$ cat config.mk
export PLATFORM = sky130hd
export DESIGN_NAME = regfile_wr_arbiter
export DESIGN_NICKNAME = d
export VERILOG_FILES = /design/src/rtl/regfile_wr_arbiter.sv
export SDC_FILE = /design/constraint.sdc
export NUM_CORES = 1
export LEC_CHECK = 0
export ABC_CLOCK_PERIOD_IN_PS = 2700
export BUFFER_PORTS_ARGS = -buffer_cell sky130_fd_sc_hd__buf_4
export CAP_MARGIN = 20
export CORE_AREA = 3 3 82 84
export CTS_CLUSTER_SIZE = 24
export DETAILED_ROUTE_END_ITERATION = 16
export DIE_AREA = 0 0 85 87
export HOLD_SLACK_MARGIN = 0.08
export MAX_ROUTING_LAYER = met4
export PLACE_DENSITY = 0.91
export SYNTH_ARGS = -nofsm -noshare
export SYNTH_HDL_FRONTEND = slang
export SYNTH_SLANG_ARGS = --single-unit
$ cat constraint.sdc
create_clock -name clk -period 2.7 [get_ports clk]
set_input_delay 0.54 -clock clk [delete_from_list [all_inputs] [get_ports clk]]
set_output_delay 0.54 -clock clk [all_outputs]
set_load 0.01 [all_outputs]
$ cat src/rtl/regfile_wr_arbiter.sv
// Round-robin write-back arbiter: two requesters share one register file write port.
// Optional saturating conflict counter enabled by REGFILE_ARB_CONFLICT_CNT_EN.
module regfile_wr_arbiter #(
  parameter int WIDTH  = 32,
  parameter int NREGS  = 32,
  parameter int ADDR_W = 5
) (
  input  logic              clk,
  input  logic              reset,
  input  logic              a_valid,
  output logic              a_ready,
  input  logic [ADDR_W-1:0] a_addr,
  input  logic [WIDTH-1:0]  a_data,
  input  logic              b_valid,
  output logic              b_ready,
  input  logic [ADDR_W-1:0] b_addr,
  input  logic [WIDTH-1:0]  b_data,
  input  logic              wr_hold,
  output logic [NREGS-1:0]  wr_en,
  output logic [WIDTH-1:0]  wr_data,
`ifdef REGFILE_ARB_CONFLICT_CNT_EN
  output logic [15:0]       conflict_cnt,
`endif
  output logic              last_grant
);

  typedef enum logic [1:0] {
    IDLE  = 2'd0,
    WRITE = 2'd1,
    HOLD  = 2'd2
  } state_t;

  state_t             state_q, state_d;
  logic [NREGS-1:0]   wr_en_q, wr_en_d;
  logic [WIDTH-1:0]   wr_data_q, wr_data_d;
  logic               last_grant_q, last_grant_d;
  logic               grant_a, grant_b;
  logic [ADDR_W-1:0]  sel_addr;

  // Contention goes to whoever did not win last; a lone requester always wins.
  always_comb begin
    grant_a = 1'b0;
    grant_b = 1'b0;
    if (!wr_hold) begin
      if (a_valid && b_valid) begin
        grant_a = last_grant_q;
        grant_b = ~last_grant_q;
      end else begin
        grant_a = a_valid;
        grant_b = b_valid;
      end
    end
  end

  always_comb begin
    state_d      = IDLE;
    wr_en_d      = '0;
    wr_data_d    = wr_data_q;
    last_grant_d = last_grant_q;
    sel_addr     = '0;

    if (wr_hold)
      state_d = HOLD;
    else if (grant_a || grant_b)
      state_d = WRITE;

    if (grant_a) begin
      sel_addr     = a_addr;
      wr_data_d    = a_data;
      last_grant_d = 1'b0;
    end else if (grant_b) begin
      sel_addr     = b_addr;
      wr_data_d    = b_data;
      last_grant_d = 1'b1;
    end

    // x0 writes are accepted but never raise an enable.
    if ((grant_a || grant_b) && (sel_addr != '0))
      wr_en_d = {{(NREGS-1){1'b0}}, 1'b1} << sel_addr;
  end

  always_ff @(posedge clk or negedge reset) begin
    if (!reset) begin
      state_q      <= IDLE;
      wr_en_q      <= '0;
      wr_data_q    <= '0;
      last_grant_q <= 1'b1;
    end else begin
      state_q      <= state_d;
      wr_en_q      <= wr_en_d;
      wr_data_q    <= wr_data_d;
      last_grant_q <= last_grant_d;
    end
  end

`ifdef REGFILE_ARB_CONFLICT_CNT_EN
  logic [15:0] conflict_cnt_q, conflict_cnt_d;

  always_comb begin
    conflict_cnt_d = conflict_cnt_q;
    if (a_valid && b_valid && !wr_hold && (conflict_cnt_q != '1))
      conflict_cnt_d = conflict_cnt_q + 16'd1;
  end

  always_ff @(posedge clk or negedge reset) begin
    if (!reset)
      conflict_cnt_q <= '0;
    else
      conflict_cnt_q <= conflict_cnt_d;
  end

  assign conflict_cnt = conflict_cnt_q;
`endif

  assign a_ready    = grant_a & reset;
  assign b_ready    = grant_b & reset;
  // A registered enable only ever exists in WRITE; the state gate keeps the two consistent.
  assign wr_en      = (state_q == WRITE) ? wr_en_q : '0;
  assign wr_data    = wr_data_q;
  assign last_grant = last_grant_q;

endmodule

# After elaboration in Yosys (flattened, before gate mapping)
# Index checks and enable logic that the tools add are counted.
[totals]
out_inout_bits = 67
regBits = 67
in_bits = 79
wordCells = 28
[classes]
n_mux = 14
bitwise = 3
reduce_logical = 5
eq_ne = 1
n_shift = 1
[ops]
columns = ["op", "count"]
rows = [
  ["32-bit 2-to-1 mux", 4],
  ["1-bit by 5-bit << shifter with 32-bit output, first input constant", 1],
  ["5-bit 2-to-1 mux", 2],
  ["1-bit 2-to-1 mux", 7],
  ["5-bit nonzero test", 1],
  ["1-bit AND", 2],
  ["2-bit by 1-bit == test with 1-bit output, second input constant", 1],
  ["1-bit logical AND", 2],
  ["2-bit 2-to-1 mux", 1],
  ["2-bit nonzero test", 1],
  ["1-bit logical OR", 1],
  ["1-bit NOT", 1],
]

# Depth between registers and ports, before layout
[depth]
depth_word = 8
mapped_depth = 6
ltp_nobuf = 4

# Worst setup path before layout
# OpenSTA, ideal clock, no wires.
[synth_path]
path_kind = "flip-flop to output port"
start = "register last_grant_q (netlist: last_grant)"
end = "output port a_ready"
required_time_ns = 2.160
arrival_ns = 1.458
stages_incl_launch_ff = 6
setup_slack_ns = 0.702
n_path_buf = 2
path_cell_list = "dfstp_2 nand2b_1 buf_6 nand3_1 buf_4 nor2_1"
[synth_via]
elab_chain_len = 3
[synth_lines]
columns = ["item", "line_no", "rtl"]
rows = [
  ["start, declared", "36", "logic last_grant_q, last_grant_d;"],
  ["start signal, assigned", "92", "last_grant_q <= last_grant_d;"],
  ["1-bit 2-to-1 mux", "45", "if (a_valid && b_valid) begin"],
  ["1-bit 2-to-1 mux", "44", "if (!wr_hold) begin"],
  ["1-bit AND", "115", "assign a_ready = grant_a & reset;"],
  ["end, declared", "11", "output logic a_ready,"],
]
# No other way between the ends.

# Worst setup path in the final report
[layout_path]
start = "input port reset"
end = "output port b_ready"
[layout_via]
elab_chain_len = 1
[layout_lines]
columns = ["item", "line_no", "rtl"]
rows = [
  ["start, declared", "9", "input logic reset,"],
  ["1-bit AND", "116", "assign b_ready = grant_b & reset;"],
  ["end, declared", "15", "output logic b_ready,"],
]
# No other way between the ends.

==> flow_metrics.py <==
metrics = {
    "placed_design": {
        "hpwl_mm": 5.78,
        "gp_congestion": 0.814,
        "place_inst": 485,
        "post-place-ws_ps": 624,
        "io_buffers": 145,
        "placed_cell_area_um2": 4120,
    },
    "setup_path": {
        "r2r_start": "last_grant$_DFFE_PN1P_",
        "worstSetupStartpointType": "primary input",
        "crit_family": "buffers and inverters",
        "cp.required_ps": 2160,
        "crit_top_cell": "buf_4",
        "r2r-end": "wr_en_q[7]$_DFF_PN0_",
        "cp-endpoint": "b_ready",
        "cp_max_fo": 19,
        "path_cells": "dlygate4sd3_1 > buf_4 > and3_1 > buf_4",
        "ff2ff_path_depth": 4,
        "regToRegSetupSlack_ps": 650,
        "cp.depth": 4,
        "path_class": "primary input to primary output",
        "cpMaxStageDelayCell": "dlygate4sd3_1",
        "slowest_delay_ps": 530,
        "critPathArrivalTime_ps": 1680,
        "worst-path-buf-inv": 3,
        "startpoint": "reset",
        "end_kind": "primary output",
    },
    "synthesis": {
        "seq_area_frac_synth_pct": 56.4,
        "synth.most_common_cell": "dfrtp_1",
        "synth_nets": 358,
        "synth_top_area_share_pct": 55.6,
        "synth_top_cell_by_area": "dfrtp_1",
        "yosys_warnings": 0,
        "yosysUniqueCellTypes": 34,
        "synth_edf_count": 0,
        "synth_async_sr_flop_share_pct": 100,
        "synthTopCellsByCount": "dfrtp_1, nand2_1, o21ai_0",
        "synthCells": 279,
        "syn_area_um2": 2970,
        "netlist_top_cells_area": "dfrtp_1, mux2i_1, and2_1",
        "yosys_most_used_dff": "dfrtp_1",
        "syn_area_per_cell_um2": 10.7,
        "ys_ff_latch": 67,
    },
    "routing": {
        "vias": 2538,
        "viasPerCell": 5.06,
        "drc_errors": 0,
        "routedWlPerCell_um": 15.2,
        "drtIter0Drc": 107,
        "drt_pass1_iterations": 4,
        "antenna_left": 0,
        "routed_wirelength_mm": 7.63,
    },
    "clock_network": {
        "clk_pin_slew_ps": 60,
        "clock-root-buffer": "clkbuf_8",
        "h-tree-depth": 3,
        "cts_tree": "done",
        "cts_buffers": 9,
        "clk_path_buf_depth": 2,
        "cts.sinks": 67,
        "clk_latency_ps": 330,
    },
    "worst_hold_path": {
        "hp-class": "primary input to register",
        "hold_path_depth": 1,
    },
    "sta": {
        "relSlewSlack_pct": 57.0,
        "min_period_ps": 2220,
        "fmax_mhz": 451,
        "setup_viol_count_final": 0,
        "maxSlewViolCount": 0,
        "period_share_pct": 82.1,
        "finalHoldViolCount": 0,
        "tightest_slew_ps": 645,
        "layout_setup_ws_ps": 482,
        "fin_tns_setup_ps": 0,
        "holdWs_ps": 431,
        "grt_setup_unrepaired": "false",
        "fin_skew_ps": 11.2,
    },
    "finish": {
        "drive_gt1_share_pct": 40.5,
        "final_util_pct": 72.6,
        "n_fill_cell": 446,
        "final_cells": 502,
        "diodes": 0,
        "fin_nets": 501,
        "areaGrowthSynthToFinish_pct": 46.2,
        "design_area_um2": 4350,
    },
    "global_route": {
        "antenna_found_initial": 0,
        "grt_max_degree": 52,
        "gr-total-overflow": 0,
        "grt_first_pass_wirelength_mm": 12.3,
        "grt_pass1_vias": 2585,
        "grt_util_all_layers_pct": 22.3,
    },
    "die": {
        "io_pins": 146,
        "initial_utilization_pct": 49.6,
        "die_x_um": 85,
        "core_um2": 5990,
        "die-area_um2": 7400,
        "die_h_um": 87,
        "rows": 28,
    },
    "run": {
        "max-cap-violations": 0,
    },
    "pwr": {
        "p_per_area_nw_per_um2": 578,
        "power.total_mw": 2.51,
        "irDropWorstVdd_mv": 0.331,
        "p_leak_nw": 2.32,
    },
    "status": {
        "status": "finished clean",
    },
}
## cells by family after synthesis
| kind of cell | after synthesis | share of synthesized area (%) |
|---|---|---|
| flip-flops | 67 | 56.4 |
| other | 1 | 0.126 |
| multiplexers | 32 | 10.8 |
| AO/OA/AOI/OAI | 48 | 10.4 |
| AND/OR/NAND/NOR | 110 | 18.7 |
| buffers and inverters | 21 | 3.58 |
## flip-flops by register name, indices dropped and copies added, names as in the netlist
register and count:
wr_data 32, last_grant 1, state_q 2, wr_en_q 32
## power breakdown
group | switching [mW] | leakage (nW) | total [mW] | internal (mW)
Clock | 0.376 | 0.106 | 0.897 | 0.522
Combinational | 0.245 | 1.34 | 0.486 | 0.241
Sequential | 0.0441 | 0.870 | 1.13 | 1.08
Total | 0.665 | 2.32 | 2.51 | 1.85
## layer usage
metal,GRT usage (%),vias up,routed length [um]
li1,-,1235,-
met1,25.4,1167,2960
met2,36.9,124,3960
met3,4.73,12,526
met4,12.2,0,184
met5,-,-,0
## cells in the final DEF, fill, tap and decap left out, drive strengths merged
cell,instances
dfstp,1
buf,149
nand2b,1
a32oi,4
or3,2
clkinv,3
nor2b,1
clkbuf,10
or3b,1
and2,32
dfrtp,66
bufinv,2
dlygate4sd3,1
nor4,3
a32o,4
clkinvlp,1
a31oi,1
a21boi,1
o21ai,33
and3,1
nand2,33
inv,3
nor3,2
conb,1
nand3b,1
mux2i,32
o211ai,4
nand3,2
a21oi,1
nor2,28
nand4,3
## area by class of cell
type | instances | area (um2) | area share (%)
inverter | 3 | 11.3 | 0.259
sequential | 67 | 1680 | 38.6
timing repair buffer | 150 | 1140 | 26.3
clock inverter | 6 | 90.1 | 2.07
clock buffer | 10 | 128 | 2.94
multi-input combinational | 191 | 1200 | 27.7
tap | 75 | 93.8 | 2.16
## how the worst min path moves through the flow
stage          startpoint                   end  slack (ps)
6_report          wr_hold  state_q[1]$_DFF_PN0_         430
5_1_grt           wr_hold  state_q[1]$_DFF_PN0_         400
4_1_cts           wr_hold  state_q[1]$_DFF_PN0_         410
3_5_place_dp        reset  state_q[0]$_DFF_PN0_         420
3_3_place_gp        reset  state_q[0]$_DFF_PN0_         420
2_1_floorplan       reset  state_q[0]$_DFF_PN0_         240
## worst register-to-register path: stages (launching register included)
cell	delay, ps
dfstp_2	590
nand2b_1	350
a32o_2	290
or3b_1	510
nor4_4	240
## timing repair
| item | CTS | global route |
|---|---|---|
| gates resized for setup | 0 | 0 |
| endpoints found under the hold margin | 16 | 0 |
| hold buffers | 1 | 0 |
| buffers inserted | 0 | 0 |
No activity file was read; power rests on OpenSTA's default activity.
